### src/rtl/hash_pkg.sv
`default_nettype none
// ============================================================================
// Module      : hash_pkg
// Description : Shared definitions for the SHA-2 control unit. Holds the FSM
//               state encoding, the round counts of the two hash families and
//               the default watchdog limit.
// Revision    : 1.0 - initial release
// ============================================================================
package hash_pkg;

  // Controller states. The encoding is fixed so that state values are
  // consistent across debug taps and netlists.
  typedef enum logic [2:0] {
    ST_IDLE = 3'd0,
    ST_INIT = 3'd1,
    ST_LOAD = 3'd2,
    ST_RUN  = 3'd3,
    ST_WAIT = 3'd4,
    ST_UPD  = 3'd5,
    ST_DONE = 3'd6
  } hash_state_e;

  // Rounds per block for each family (the datapath owns the round loop).
  localparam int c_rounds_sha256 = 64;
  localparam int c_rounds_sha512 = 80;

  // Default cycles allowed from h_run to kw_done before the watchdog fires.
  localparam int c_wdt_cyc_def = 255;

  // Round count the datapath runs for a given latched mode.
  function automatic int rounds_for(input logic mode384);
    return mode384 ? c_rounds_sha512 : c_rounds_sha256;
  endfunction

endpackage
`default_nettype wire

### src/rtl/hash_cu_wdt.sv
`default_nettype none
// ============================================================================
// Module      : hash_cu_wdt
// Description : Watchdog counter for the SHA-2 control unit. Counts cycles
//               while enabled and flags expiry once WDT_CYC cycles have
//               elapsed since the first enabled cycle.
//   clk      : system clock
//   rst_n    : asynchronous active-low reset
//   clr_i    : synchronous clear (takes priority over en_i)
//   en_i     : count enable
//   expire_o : high while enabled and the limit has been reached
// Revision    : 1.0 - initial release
// ============================================================================
module hash_cu_wdt
  import hash_pkg::*;
#(
  parameter int WDT_CYC = c_wdt_cyc_def
) (
  input  logic clk,
  input  logic rst_n,
  input  logic clr_i,
  input  logic en_i,
  output logic expire_o
);

  // The counter only needs to reach WDT_CYC-1: the enabled cycle in which
  // the count equals WDT_CYC-1 is the last one allowed before expiry.
  localparam int c_cnt_w = (WDT_CYC < 2) ? 1 : $clog2(WDT_CYC);
  localparam logic [c_cnt_w-1:0] c_last = c_cnt_w'(WDT_CYC - 1);

  logic [c_cnt_w-1:0] cnt_q;

  assign expire_o = en_i && (cnt_q == c_last);

  // Holds at the limit so expiry never wraps back to a benign count.
  always_ff @(posedge clk or negedge rst_n) begin
    if (!rst_n) begin
      cnt_q <= '0;
    end else if (clr_i) begin
      cnt_q <= '0;
    end else if (en_i && !expire_o) begin
      cnt_q <= cnt_q + 1'b1;
    end
  end

endmodule
`default_nettype wire

### src/rtl/hash_cu.sv
`default_nettype none
// ============================================================================
// Module      : hash_cu
// Description : SHA-2 control unit. Sequences the K+W generator and the
//               compression core block by block across a multi-block message:
//               latches the mode, clears/initialises the datapath, admits one
//               block at a time, pulses h_run, waits for kw_done, commits the
//               digest update and presents the final digest.
//               Optional watchdog on the kw_done wait: build macro
//               HASH_CU_WDT_EN (undefined -> no watchdog, err tied 0).
//   clk, rst_n           : clock, asynchronous active-low reset
//   cmd_start/_mode384   : start pulse and mode (1 = SHA-384/512)
//   cmd_abort            : abort pulse
//   blk_vld/blk_last     : host block available / final block of message
//   blk_rdy              : block accepted (combinational, LOAD state)
//   h_clr/h_run          : datapath clear / block-start pulses
//   h_flg_384            : latched mode to datapath
//   kw_done              : datapath finished all rounds of the block
//   dg_init/dg_upd       : digest IV load / digest accumulate pulses
//   busy                 : controller not idle
//   dig_vld/dig_ack      : final digest handshake
//   blk_cnt              : blocks completed in this message (saturating)
//   err                  : sticky watchdog error
// Revision    : 1.0 - initial release
// ============================================================================
module hash_cu
  import hash_pkg::*;
#(
  parameter int BLK_CNT_W = 8,
  parameter int WDT_CYC   = c_wdt_cyc_def
) (
  input  logic                 clk,
  input  logic                 rst_n,
  input  logic                 cmd_start,
  input  logic                 cmd_mode384,
  input  logic                 cmd_abort,
  input  logic                 blk_vld,
  input  logic                 blk_last,
  output logic                 blk_rdy,
  output logic                 h_clr,
  output logic                 h_run,
  output logic                 h_flg_384,
  input  logic                 kw_done,
  output logic                 dg_init,
  output logic                 dg_upd,
  output logic                 busy,
  output logic                 dig_vld,
  input  logic                 dig_ack,
  output logic [BLK_CNT_W-1:0] blk_cnt,
  output logic                 err
);

  hash_state_e          state_q;
  logic                 h_clr_q;
  logic                 h_run_q;
  logic                 h_flg_q;
  logic                 dg_init_q;
  logic                 dg_upd_q;
  logic                 busy_q;
  logic                 dig_vld_q;
  logic                 last_q;
  logic [BLK_CNT_W-1:0] blk_cnt_q;
  logic [BLK_CNT_W-1:0] blk_cnt_d;

  // Saturating increment: an all-ones count stays put.
  assign blk_cnt_d = (&blk_cnt_q) ? blk_cnt_q : blk_cnt_q + 1'b1;

`ifdef HASH_CU_WDT_EN
  logic w_wdt_en;
  logic w_wdt_expire;
  logic err_q;

  // The window opens with h_run so that expiry lands exactly WDT_CYC
  // cycles after the h_run pulse.
  assign w_wdt_en = (state_q == ST_RUN) || (state_q == ST_WAIT);

  hash_cu_wdt #(
    .WDT_CYC (WDT_CYC)
  ) u_wdt (
    .clk      (clk),
    .rst_n    (rst_n),
    .clr_i    (!w_wdt_en),
    .en_i     (w_wdt_en),
    .expire_o (w_wdt_expire)
  );

  assign err = err_q;
`else
  // Watchdog absent: the limit parameter has no effect in this build.
  localparam int c_unused_wdt_cyc = WDT_CYC;
  assign err = 1'b0;
`endif

  // Main sequencer. Pulse outputs default low every cycle and are set on
  // the transition into the state that owns them, so each is a one-cycle
  // registered pulse aligned with that state.
  always_ff @(posedge clk or negedge rst_n) begin
    if (!rst_n) begin
      state_q   <= ST_IDLE;
      h_clr_q   <= 1'b0;
      h_run_q   <= 1'b0;
      h_flg_q   <= 1'b0;
      dg_init_q <= 1'b0;
      dg_upd_q  <= 1'b0;
      busy_q    <= 1'b0;
      dig_vld_q <= 1'b0;
      last_q    <= 1'b0;
      blk_cnt_q <= '0;
`ifdef HASH_CU_WDT_EN
      err_q     <= 1'b0;
`endif
    end else begin
      h_clr_q   <= 1'b0;
      h_run_q   <= 1'b0;
      dg_init_q <= 1'b0;
      dg_upd_q  <= 1'b0;

      // Abort outranks every other event; in IDLE it is a no-op so a
      // simultaneous cmd_start still starts the message.
      if (cmd_abort && (state_q != ST_IDLE)) begin
        state_q   <= ST_IDLE;
        h_clr_q   <= 1'b1;
        busy_q    <= 1'b0;
        dig_vld_q <= 1'b0;
      end else begin
        case (state_q)
          ST_IDLE: begin
            if (cmd_start) begin
              state_q   <= ST_INIT;
              h_flg_q   <= cmd_mode384;
              blk_cnt_q <= '0;
              busy_q    <= 1'b1;
              h_clr_q   <= 1'b1;
              dg_init_q <= 1'b1;
`ifdef HASH_CU_WDT_EN
              err_q     <= 1'b0;
`endif
            end
          end

          ST_INIT: begin
            state_q <= ST_LOAD;
          end

          ST_LOAD: begin
            if (blk_vld) begin
              last_q  <= blk_last;
              state_q <= ST_RUN;
              h_run_q <= 1'b1;
            end
          end

          ST_RUN: begin
            state_q <= ST_WAIT;
          end

          ST_WAIT: begin
            // A kw_done arriving in the final watchdog cycle still counts.
            if (kw_done) begin
              state_q   <= ST_UPD;
              dg_upd_q  <= 1'b1;
              blk_cnt_q <= blk_cnt_d;
            end
`ifdef HASH_CU_WDT_EN
            else if (w_wdt_expire) begin
              state_q <= ST_IDLE;
              err_q   <= 1'b1;
              h_clr_q <= 1'b1;
              busy_q  <= 1'b0;
            end
`endif
          end

          ST_UPD: begin
            if (last_q) begin
              state_q   <= ST_DONE;
              dig_vld_q <= 1'b1;
            end else begin
              state_q <= ST_LOAD;
            end
          end

          ST_DONE: begin
            if (dig_ack) begin
              state_q   <= ST_IDLE;
              dig_vld_q <= 1'b0;
              busy_q    <= 1'b0;
            end
          end

          default: begin
            state_q   <= ST_IDLE;
            busy_q    <= 1'b0;
            dig_vld_q <= 1'b0;
          end
        endcase
      end
    end
  end

  assign blk_rdy   = (state_q == ST_LOAD);
  assign h_clr     = h_clr_q;
  assign h_run     = h_run_q;
  assign h_flg_384 = h_flg_q;
  assign dg_init   = dg_init_q;
  assign dg_upd    = dg_upd_q;
  assign busy      = busy_q;
  assign dig_vld   = dig_vld_q;
  assign blk_cnt   = blk_cnt_q;

endmodule
`default_nettype wire

### config.mk
export PLATFORM = sky130hd
export DESIGN_NAME = hash_cu
export DESIGN_NICKNAME = d
export VERILOG_FILES = /design/src/rtl/hash_pkg.sv /design/src/rtl/hash_cu_wdt.sv /design/src/rtl/hash_cu.sv
export SDC_FILE = /design/constraint.sdc
export NUM_CORES = 1
export LEC_CHECK = 0
export ABC_AREA = 1
export BUFFER_PORTS_ARGS = -buffer_cell sky130_fd_sc_hd__clkbuf_2
export CORE_MARGIN = 10
export CORE_UTILIZATION = 56
export CTS_CLUSTER_SIZE = 14
export DETAILED_ROUTE_END_ITERATION = 6
export PLACE_DENSITY = 0.93
export SYNTH_ARGS = -nofsm -noshare
export SYNTH_HDL_FRONTEND = slang
export SYNTH_SLANG_ARGS = --single-unit
export TNS_END_PERCENT = 100
### constraint.sdc
create_clock -name clk -period 2.5 [get_ports clk]
set_clock_uncertainty 0.05 [all_clocks]
set_input_delay 0.25 -clock clk [delete_from_list [all_inputs] [get_ports clk]]
set_output_delay 0.25 -clock clk [all_outputs]
set_load 0.005 [all_outputs]
==> Yosys cells after proc, flatten, opt, wreduce, memory -nomap -nowiden <==
Index checks and enable logic that the tools add are counted.
{ "classes": {"n_addsub": 1, "eq_ne": 16, "muxes": 28, "bitwise": 1, "reduce_logical": 13} }
{ "op_table": {"columns": ["op", "count"], "rows": [
  ["$mux W8", 3],
  ["$pmux W3 S7", 1],
  ["$mux W3", 6],
  ["$pmux W8 S2", 1],
  ["$mux W1", 15],
  ["$ne A3 B3 Y1 const B", 4],
  ["$reduce_and A3 Y1", 4],
  ["$reduce_or A5 Y1", 2],
  ["$eq A3 B3 Y1 const B", 3],
  ["$add A8 B1 Y8 const B", 1],
  ["$reduce_and A8 Y1", 1],
  ["$eq A3 B2 Y1 const B", 2],
  ["$ne A2 B2 Y1 const B", 3],
  ["$pmux W1 S3", 2],
  ["$reduce_and A5 Y1", 1],
  ["$ne A2 B1 Y1 const B", 2],
  ["$reduce_and A4 Y1", 1],
  ["$eq A3 B1 Y1 const B", 1],
  ["$logic_not A3 Y1", 1],
  ["$ne A3 B2 Y1 const B", 1],
  ["$reduce_bool A3 Y1", 1],
  ["$reduce_bool A2 Y1", 1],
  ["$logic_and A1 B1 Y1", 1],
  ["$not A1 Y1", 1]
]} }
{ "word_totals": {"ff_bits": 19, "inputBits": 9, "output_inout_bits": 17} }

==> Longest topological paths before layout <==
Gate-level depths: netlist of run 1.
{ "logic_depth": {"depth_word": 4, "mapped_depth": 10, "ltp_nobuf": 8} }

==> Worst setup path before layout of run 1 <==
Ideal clock, no wire load.
{ "synth_timing": {"path_kind": "register -> register", "from": "register blk_cnt_q[0] (netlist: blk_cnt[0])", "to": "register blk_cnt_q[4] (netlist: blk_cnt[4])", "setup_time_ps": 74, "arrival_time_ps": 1337, "path_slack_ps": 1039, "path_stages_with_launch": 9, "path_buffers": 1, "cell_sequence": "dfrtp_1 > ha_1 > nand2_1 > nor2_1 > nand3_4 > nand3_4 > buf_6 > nand2_2 > o21ai_2"} }
{ "synth_via": {"elab_chain_len": 4, "elab_cells_between_ends": 7} }
{ "synth_lines": {"columns": ["item", "line", "text"], "rows": [
  ["start, declared", "hash_cu.sv:62", "logic [BLK_CNT_W-1:0] blk_cnt_q;"],
  ["start signal, assigned", "hash_cu.sv:162", "blk_cnt_q <= blk_cnt_d;"],
  ["$add A8 B1 Y8", "hash_cu.sv:66", "assign blk_cnt_d = (&blk_cnt_q) ? blk_cnt_q : blk_cnt_q + 1'b1;"],
  ["$mux W8", "hash_cu.sv:66", null],
  ["$mux W8", "hash_cu.sv:159", "if (kw_done) begin"],
  ["$pmux W8 S2", "hash_cu.sv:126", "case (state_q)"]
]} }
Parallel ways exist; a longest one is shown, timed or not. The select of a mux whose other input is x is not followed.
A chain may end at the register's enable or synchronous reset.

==> Final worst setup path of run 1 <==
{ "layout_timing": {"from": "register state_q[1]", "to": "output blk_rdy"} }
{ "layout_via": {"elab_chain_len": 1} }
{ "layout_lines": {"columns": ["item", "line", "text"], "rows": [
  ["start, declared", "hash_cu.sv:53", "hash_state_e state_q;"],
  ["start signal, assigned", "hash_cu.sv:99", "state_q <= ST_IDLE;"],
  ["start signal, assigned", "hash_cu.sv:121", "state_q <= ST_IDLE;"],
  ["start signal, assigned", "hash_cu.sv:129", "state_q <= ST_INIT;"],
  ["$eq A3 B2 Y1", "hash_cu.sv:201", "assign blk_rdy = (state_q == ST_LOAD);"],
  ["end, declared", "hash_cu.sv:39", "output logic blk_rdy,"]
]} }
Every way passes these cells.

==> flow_metrics.env, run 1 <==
export IMPL_grt_setup_unrepaired="false"
export IMPL_netlist_area_before_placement_um2=1185
export IMPL_placement_io_buffers=24
export IMPL_drt_iter0_markers=53
export IMPL_cts_num_sinks=19
export IMPL_crit_path_start_kind="flip-flop"
export IMPL_max_cap_violations=0
export IMPL_finalHoldViolCount=0
export IMPL_area_growth_synth_to_final_pct=14.15
export IMPL_die_width_um=66
export IMPL_path_class="flip-flop to output port"
export IMPL_fin_cells=209
export IMPL_grt_max_degree=20
export IMPL_synth_instances=156
export IMPL_initial_utilization=0.5979
export IMPL_drcViolationCount=0
export IMPL_timing_hold_worst_class="input pin to flip-flop"
export IMPL_dp_slack_ns=0.9187
export IMPL_ant_nets=0
export IMPL_hpwl_mm=2.044
export IMPL_die_area_um2=4356
export IMPL_register_bit_total_from_synthesis=19
export IMPL_synth_sequential_area_ratio=0.4013
export IMPL_place_area_um2=1315
export IMPL_finalSetupTns_ns=0
export IMPL_crit_arrival_ns=1.37
export IMPL_drive_above_1_share=0.2802
export IMPL_timing_final_crit_period_ns=1.671
export IMPL_antenna_found_initial=0
export IMPL_worst_path_max_fanout=6
export IMPL_yosys_warnings=0
export IMPL_instance_count_after_placement_with_tap_cells_included=204
export IMPL_final_max_slew_violation_count=0
export IMPL_critPathRequiredTime_ns=2.20
export IMPL_period_share=0.6683
export IMPL_htree_num_levels=1
export IMPL_clkSlewWorstSetupHoldPaths_ns=0.11
export IMPL_ys_types=26
export IMPL_fin_area_um2=1353
export IMPL_die_height_um=66
export IMPL_rows=16
export IMPL_avgViaCountPerCell=5.043
export IMPL_drt_first_pass_iters=4
export IMPL_setup_viol=0
export IMPL_n_antenna_cell=0
export IMPL_cts_tree="built"
export IMPL_first_pass_grt_wire_length_mm=4.278
export IMPL_postCtsResizedCells=0
export IMPL_pwr_density_cell_nw_per_um2=764.1
export IMPL_endpoint_kind="output port"
export IMPL_insertion_delay_ns=0.30
export IMPL_finalNetCount=194
export IMPL_post_cts_setup_buffer_count=0
export IMPL_achievable_frequency_mhz=598.6
export IMPL_cts_inserted_buffers=3
export IMPL_avgRoutedWirePerCell_um=12.27
export IMPL_gpl_final_weighted_congestion=0.9125
export IMPL_result_of_the_run="completed"
export IMPL_max_clock_path_buffers=2
export IMPL_vdd_ir_drop_max_v=0.0007102
export IMPL_power_static_leakage_nw=0.7045
export IMPL_ioPinCount=26
export IMPL_hold_buffers=1
export IMPL_clock_tree_root="clkbuf_4"
export IMPL_globalRouteTotalUtil=0.1216
export IMPL_gr_ovfl_total=0
export IMPL_via_count=1054
export IMPL_finalWorstSetupSlack_ns=0.8294
export IMPL_core_region_area_um2=1982
export IMPL_number_of_fillers_in_the_final_layout=173
export IMPL_total_routed_wirelength_mm=2.564
export IMPL_postSynthNetCount=167
export IMPL_via_count_of_the_first_global_routing_pass=1038
export IMPL_avgSynthCellArea_um2=7.595
-- synthesized netlist by cell type --
master | number | share of area
nand3_4 | 2 | 0.030
o21ai_2 | 8 | 0.059
o21bai_1 | 1 | 0.0063
clkinv_4 | 1 | 0.0074
nand4_1 | 1 | 0.0053
nor3_1 | 1 | 0.0042
o2111ai_1 | 1 | 0.0074
ha_1 | 2 | 0.021
nand2_4 | 1 | 0.0095
buf_2 | 1 | 0.0042
nand2_2 | 4 | 0.021
o21ai_1 | 1 | 0.0042
dfrtp_1 | 19 | 0.40
inv_1 | 17 | 0.054
or2_2 | 3 | 0.016
nand3_1 | 15 | 0.063
nand2_1 | 47 | 0.15
buf_4 | 1 | 0.0063
inv_2 | 2 | 0.0063
nor2_4 | 1 | 0.0095
o21ai_0 | 6 | 0.025
nor2_1 | 17 | 0.054
conb_1 | 1 | 0.0032
nand2_8 | 1 | 0.017
buf_6 | 1 | 0.0095
nand3b_1 | 1 | 0.0063
-- state kept, by name, summed over array words and instances (netlist names) --
signal and count:
dig_vld 1, h_flg_384 1, blk_cnt 8, last_q 1
dg_init 1, h_run 1, state_q 3, dg_upd 1
busy 1, h_clr 1
-- per-layer routing --
metal	global-route usage	vias to the layer above	part of all wire
met1	0.1281	474	0.40
met2	0.2077	33	0.50
met5	0	-	0
li1	-	542	-
met4	0.06283	0	0.018
met3	0.04407	5	0.080
-- placed cells by master, fill, tap and decap left out, types with 2 or more instances in the layout --
cell / count
inv_1: 17
or2_2: 3
ha_1: 2
clkbuf_2: 24
inv_2: 2
nor2_1: 17
nand2_2: 4
clkbuf_4: 3
dfrtp_1: 19
nand2_1: 47
o21ai_2: 8
nand3_4: 2
nand3_1: 15
o21ai_0: 6
-- layout make-up --
type / count / area, um^2 / share of cell area
clock buffers: 3 / 22.52 / 0.01665
clock inverters: 1 / 5.005 / 0.003700
inverters: 20 / 80.08 / 0.05920
multi-input cells: 114 / 605.6 / 0.4477
flip-flops and latches: 19 / 475.5 / 0.3515
well taps: 27 / 33.78 / 0.02498
repair buffers: 25 / 130.1 / 0.09621
-- critical path, stage by stage (launching register included) --
cell      delay, ns
dfrtp_1        0.47
inv_1          0.14
nor2_1         0.15
nand2_1        0.13
inv_1          0.07
clkbuf_2       0.10
-- cells by family after synthesis --
kind of cell / share of synthesized area
AO/OA/AOI/OAI: 0.1024
AND/OR/NAND/NOR: 0.3844
adder cells (fa/ha/maj): 0.02112
buffers and inverters: 0.08765
other: 0.003165
flip-flops: 0.4013
-- path summary, 6_finish.rpt --
path / depth (start not counted) / end / slack [ns] / from
max: 5 / blk_rdy / 0.83 / state_q[1]
min: 3 / last_q / 0.1 / blk_last
max reg2reg: 7 / blk_cnt[2] / 0.90 / blk_cnt[0]
min reg2reg: 2 / dig_vld / 0.44 / dig_vld
max in group asynchronous: 2 / h_flg_384 / 1.69 / rst_n
min in group asynchronous: 2 / blk_cnt[3] / 0.38 / rst_n
-- through the flow --
step	utilization	hold WS, ns	total power, mW
finish	0.6824	0.09641	1.033
global route	0.6824	0.1284	1.129
CTS	0.6824	0.09249	1.044
detailed placement	0.6635	0.1739	0.8872
global placement	0.6635	0.1691	0.8664
floorplan	-	-0.09559	0.7670
-- where the power goes --
part	switching, mW	total (mW)	internal [mW]
Combinational	0.286	0.441	0.155
Clock	0.0966	0.156	0.0597
Sequential	0.0623	0.436	0.374
Note: power is estimated with default switching activity, not from simulation.
==> run 2: changes to the inputs <==
Settings changed: ABC_AREA 1 to 0, CORE_UTILIZATION 56 to 47, PLACE_DENSITY 0.93 to 0.85.
Clock period 2.5 ns to 1.35 ns, I/O delays scaled along.
==> run 2 against run 1 <==
The run now ends with setup timing left. Register-to-register slack worse by 1.1 ns. Worst hold slack got worse by 0.085 ns. Cell count is 5.7% lower. Core utilization is 5.1 points higher. Synthesized cell count shrank 26%. Worst setup slack got worse by 1.1 ns. Sequential share of layout area fell by 5.7 points. Combinational power increased to 3.1 times the previous value. Sequential power up 98%. Flip-flop and latch count did not move. Design area increased by 20%.
==> flow_metrics.env, run 2 <==
export IMPL_max_clock_path_buffers=2
export IMPL_insertion_delay_ns=0.30
export IMPL_most_used_dff_post_synth="dfrtp_1"
export IMPL_finalHoldViolCount=0
export IMPL_power_static_leakage_nw=0.8317
export IMPL_vdd_ir_drop_max_v=0.001173
export IMPL_drt_first_pass_iters=4
export IMPL_crit_path_start_kind="flip-flop"
export IMPL_yosys_warnings=0
export IMPL_avgViaCountPerCell=5.701
export IMPL_dp_slack_ns=-0.3409
export IMPL_drcViolationCount=0
export IMPL_r2r_start="blk_cnt[0]"
export IMPL_cts_tree="built"
export IMPL_clock_tree_root="clkbuf_4"
export IMPL_timing_final_crit_period_ns=1.581
export IMPL_avgRoutedWirePerCell_um=17.17
export IMPL_drt_iter0_markers=36
export IMPL_wl_met3_um=167
export IMPL_total_power_mw=2.525
export IMPL_mostFrequentLayoutCell="buf_4"
export IMPL_total_routed_wirelength_mm=3.383
export IMPL_worst_path_max_fanout=4
export IMPL_place_area_um2=1385
export IMPL_m1WireLength_mm=1.292
export IMPL_clkSlewWorstSetupHoldPaths_ns=0.12
export IMPL_rows=17
export IMPL_crit_arrival_ns=1.72
export IMPL_min_delay_path_depth=2
export IMPL_synth_sequential_area_ratio=0.4368
export IMPL_synthArstFlopShare=1.000
export IMPL_register_bit_total_from_synthesis=19
export IMPL_timing_hold_worst_class="input pin to flip-flop"
export IMPL_synth_edff_count=0
export IMPL_routed_top_layer="met4"
export IMPL_synth_instances=115
export IMPL_antenna_found_initial=0
export IMPL_result_of_the_run="finished with violations"
export IMPL_ioPinCount=26
export IMPL_final_max_slew_violation_count=0
export IMPL_min_from="blk_last"
export IMPL_netlist_area_leader_share=0.4368
export IMPL_hpwl_mm=2.368
export IMPL_via_count=1123
export IMPL_cts_num_sinks=19
export IMPL_utilization=0.7336
export IMPL_largest_register_ffs=8
export IMPL_max_cap_violations=0
export IMPL_capture_point_of_the_worst_reg_to_reg_path="blk_cnt[6]"
export IMPL_violations="setup timing"
export IMPL_die_area_um2=4641
export IMPL_core_region_area_um2=2212
export IMPL_finalWorstSetupSlack_ns=-0.2313
export IMPL_critPathRequiredTime_ns=1.49
export IMPL_globalRouteTotalUtil=0.1460
export IMPL_met2RoutedLength_mm=1.898
export IMPL_setup_reg_to_reg_worst_slack_ns=-0.23
export IMPL_number_of_fillers_in_the_final_layout=166
export IMPL_achievable_frequency_mhz=632.4
export IMPL_cts_inserted_buffers=3
export IMPL_r2r_cells=5
export IMPL_list_of_most_frequent_post_synthesis_cells="dfrtp_1, nor2_1, a21oi_1"
export IMPL_min_to="last_q"
export IMPL_synth_largest_area_cell="dfrtp_1"
export IMPL_path_class="flip-flop to flip-flop"
export IMPL_pwr_density_cell_nw_per_um2=1556
export IMPL_placement_io_buffers=24
export IMPL_n_antenna_cell=0
export IMPL_ys_types=42
export IMPL_synth_area_top_cells="dfrtp_1, a21oi_1, nor2_1"
export IMPL_first_pass_grt_wire_length_mm=5.237
export IMPL_netlist_area_before_placement_um2=1089
export IMPL_commonest_cells_after_routing_fill_and_taps_aside="buf_4, clkbuf_2, dfrtp_1"
export IMPL_die_height_um=68.13
export IMPL_yosysMostFrequentCell="dfrtp_1"
export IMPL_initial_utilization=0.4921
export IMPL_ant_nets=0
export IMPL_finalNetCount=181
export IMPL_drive_above_1_share=0.5148
export IMPL_whs_ns=0.01106
export IMPL_die_width_um=68.13
export IMPL_grt_max_degree=20
export IMPL_gr_ovfl_total=0
export IMPL_via_count_of_the_first_global_routing_pass=1137
export IMPL_period_share=1.171
export IMPL_htree_num_levels=1
export IMPL_grt_setup_unrepaired="true"
export IMPL_fin_area_um2=1623
export IMPL_endpoint_kind="flip-flop"
export IMPL_area_growth_synth_to_final_pct=49.08
export IMPL_gpl_final_weighted_congestion=0.8681
export IMPL_avgSynthCellArea_um2=9.466
export IMPL_postSynthNetCount=126
export IMPL_setup_viol=16
[run 2: area by class of cell]
type | count | area, um^2 | area share
inverter | 5 | 18.77 | 0.01157
clock inverter | 1 | 5.005 | 0.003084
tap | 28 | 35.03 | 0.02159
multi-input combinational | 85 | 678.2 | 0.4179
timing repair buffer | 56 | 385.4 | 0.2375
sequential | 19 | 478.0 | 0.2945
clock buffer | 3 | 22.52 | 0.01388
[run 2: routing by layer]
metal / vias up / track usage
met4: 0 / 0.04271
met5: - / 0
met2: 30 / 0.2837
met1: 566 / 0.1547
met3: 4 / 0.02610
li1: 523 / -
[run 2: cells by family (layout without fill, tap and decap cells)]
logic type / Yosys count / after routing / share of synthesized area
AO/OA/AOI/OAI: 29 / 29 / 0.1839
adder cells (fa/ha/maj): 2 / 2 / 0.02298
buffers and inverters: 11 / 65 / 0.05402
flip-flops: 19 / 19 / 0.4368
multiplexers: 3 / 3 / 0.02988
other: 1 / 1 / 0.003445
AND/OR/NAND/NOR: 50 / 50 / 0.2690
[run 2: how the worst max path moves through the flow]
stage	from	end	slack, ns
3_5_place_dp	state_q[1]	state_q[1]	-0.34
4_1_cts	blk_cnt[0]	blk_cnt[6]	-0.23
6_report	blk_cnt[0]	blk_cnt[6]	-0.23
3_3_place_gp	blk_cnt[1]	blk_cnt[6]	-0.20
5_1_grt	state_q[1]	blk_cnt[2]	-0.28
2_1_floorplan	blk_cnt[1]	blk_cnt[6]	-0.24
[run 2: stage by stage]
step | setup TNS, ns | std cells
2_1_floorplan | -0.8349 | 115
3_3_place_gp | -1.876 | 184
3_5_place_dp | -3.139 | 184
4_1_cts | -1.538 | 193
5_1_grt | -2.873 | 197
6_report | -1.967 | 197
[run 2: worst max-delay path, cell delays in order (launching register included)]
cell     delay [ns]
dfrtp_1        0.43
ha_4           0.19
and4_1         0.15
and3_1         0.17
o211a_1        0.21
a311o_1        0.27
[run 2: what timing repair did]
item	in CTS	in global routing
hold buffers	1	0
endpoints found under the setup margin	16	16
setup buffers	4	5
pin swaps	13	9
endpoints found under the hold margin	19	0
resized for setup	24	12
[run 2: report_power, final]
group | leakage [nW] | total (mW) | internal (mW) | switching [mW]
Clock | 0.0177 | 0.301 | 0.110 | 0.190
Combinational | 0.564 | 1.36 | 0.705 | 0.656
Sequential | 0.250 | 0.863 | 0.711 | 0.152
Total | 0.832 | 2.53 | 1.53 | 0.999
==> run 3: changes to the inputs <==
Settings changed: SETUP_SLACK_MARGIN set to 0.2.
==> run 3 against run 2 <==
Via count rose by 7.2%. Total power rose by 22%. Largest cell class unchanged. The run still ends with setup timing left. Highest routed layer unchanged. First-iteration DRC count rose to 2.5 times the previous value.
==> flow_metrics.env, run 3 (synthesized netlist as in run 2, its figures left out) <==
export IMPL_htree_num_levels=1
export IMPL_core_region_area_um2=2212
export IMPL_power_static_leakage_nw=0.9311
export IMPL_drcViolationCount=0
export IMPL_dp_slack_ns=-0.2153
export IMPL_period_share=1.181
export IMPL_finalWorstSetupSlack_ns=-0.2444
export IMPL_cts_num_sinks=19
export IMPL_commonest_cells_after_routing_fill_and_taps_aside="buf_6, buf_4, clkbuf_2"
export IMPL_insertion_delay_ns=0.31
export IMPL_final_max_slew_violation_count=0
export IMPL_achievable_frequency_mhz=627.2
export IMPL_total_routed_wirelength_mm=3.919
export IMPL_finalNetCount=196
export IMPL_globalRouteTotalUtil=0.1473
export IMPL_initial_utilization=0.4921
export IMPL_crit_path_start_kind="flip-flop"
export IMPL_clock_tree_root="clkbuf_4"
export IMPL_ant_nets=0
export IMPL_via_count=1204
export IMPL_timing_final_crit_period_ns=1.594
export IMPL_setup_viol=17
export IMPL_vdd_ir_drop_max_v=0.001420
export IMPL_area_growth_synth_to_final_pct=71.38
export IMPL_violations="setup timing"
export IMPL_cts_inserted_buffers=3
export IMPL_cts_tree="built"
export IMPL_max_cap_violations=0
export IMPL_rows=17
export IMPL_crit_arrival_ns=1.74
export IMPL_drt_iter0_markers=90
export IMPL_drt_first_pass_iters=4
export IMPL_fin_cells=212
export IMPL_hpwl_mm=2.270
export IMPL_avgViaCountPerCell=5.679
export IMPL_finalHoldViolCount=0
export IMPL_via_count_of_the_first_global_routing_pass=1085
export IMPL_gpl_final_weighted_congestion=0.8888
export IMPL_mostFrequentLayoutCell="buf_6"
export IMPL_first_pass_grt_wire_length_mm=5.181
export IMPL_placement_io_buffers=24
export IMPL_largest_register_ffs=8
export IMPL_finalSetupTns_ns=-2.335
export IMPL_instance_count_after_placement_with_tap_cells_included=186
export IMPL_pwr_density_cell_nw_per_um2=1646
export IMPL_avgRoutedWirePerCell_um=18.49
export IMPL_grt_max_degree=20
export IMPL_worst_path_max_fanout=5
export IMPL_path_class="flip-flop to flip-flop"
export IMPL_max_clock_path_buffers=2
export IMPL_die_width_um=68.13
export IMPL_ioPinCount=26
export IMPL_antenna_found_initial=0
export IMPL_endpoint_kind="flip-flop"
export IMPL_critPathRequiredTime_ns=1.50
export IMPL_result_of_the_run="finished with violations"
export IMPL_die_height_um=68.13
export IMPL_grt_setup_unrepaired="true"
export IMPL_whs_ns=0.01867
export IMPL_timing_hold_worst_class="input pin to flip-flop"
export IMPL_clkSlewWorstSetupHoldPaths_ns=0.11
export IMPL_gr_ovfl_total=0
export IMPL_n_antenna_cell=0
export IMPL_utilization=0.8433
export IMPL_die_area_um2=4641
export IMPL_drive_above_1_share=0.6196
[run 3: cell count changes in the layout (fill, tap and decap cells not counted), sizes merged]
cell	change
buf	+20
clkbuf	-4
clkinv	-1
[run 3: through the flow]
step | power (mW) | instance area (um^2)
after floorplan | 1.561 | 1131
after global placement | 1.895 | 1424
after detailed placement | 1.979 | 1424
after CTS | 2.562 | 1627
after global routing | 3.246 | 1866
final | 3.071 | 1866
[run 3: final cells by class]
type | instances | area, um^2
Multi-Input combinational cell | 85 | 709.4
Timing Repair Buffer | 71 | 596.8
Sequential cell | 19 | 479.2
Fill cell | 124 | 346.6
Tap cell | 28 | 35.03
Clock buffer | 4 | 26.28
Inverter | 5 | 18.77
[run 3: final timing paths]
path,from,endpoint,slack [ns],cells past startpoint
setup / recovery,blk_cnt[0],blk_cnt[7],-0.24,7
hold reg to reg,busy,busy,0.46,1
setup reg to reg,blk_cnt[0],blk_cnt[7],-0.24,7
max in group asynchronous,rst_n,state_q[0],0.64,2
hold / removal,blk_last,last_q,0.02,2
min in group asynchronous,rst_n,dg_init,0.25,2
[run 3: per-layer routing]
layer | routed length [um] | track usage
met5 | 0 | 0
met4 | 93 | 0.04271
met3 | 217 | 0.03915
met2 | 2159 | 0.2907
met1 | 1448 | 0.1449
[run 3: timing repair]
item,CTS,global route
hold buffers,1,0
hold endpoints to repair,19,0
pin swaps,9,9
setup buffers,9,12
resized for setup,26,36
endpoints found under the setup margin,23,27
[run 3: where the power goes]
part,leakage [nW],switching (mW),internal (mW)
Clock,0.0150,0.188,0.116
Sequential,0.249,0.148,0.714
Combinational,0.667,0.844,1.06
[run 3: worst max-delay path, stage by stage (launching register included)]
cell,delay [ns]
dfrtp_1,0.38
buf_4,0.12
buf_6,0.08
buf_6,0.10
and3_4,0.18
nand3_4,0.09
o211a_1,0.23
a211o_1,0.25
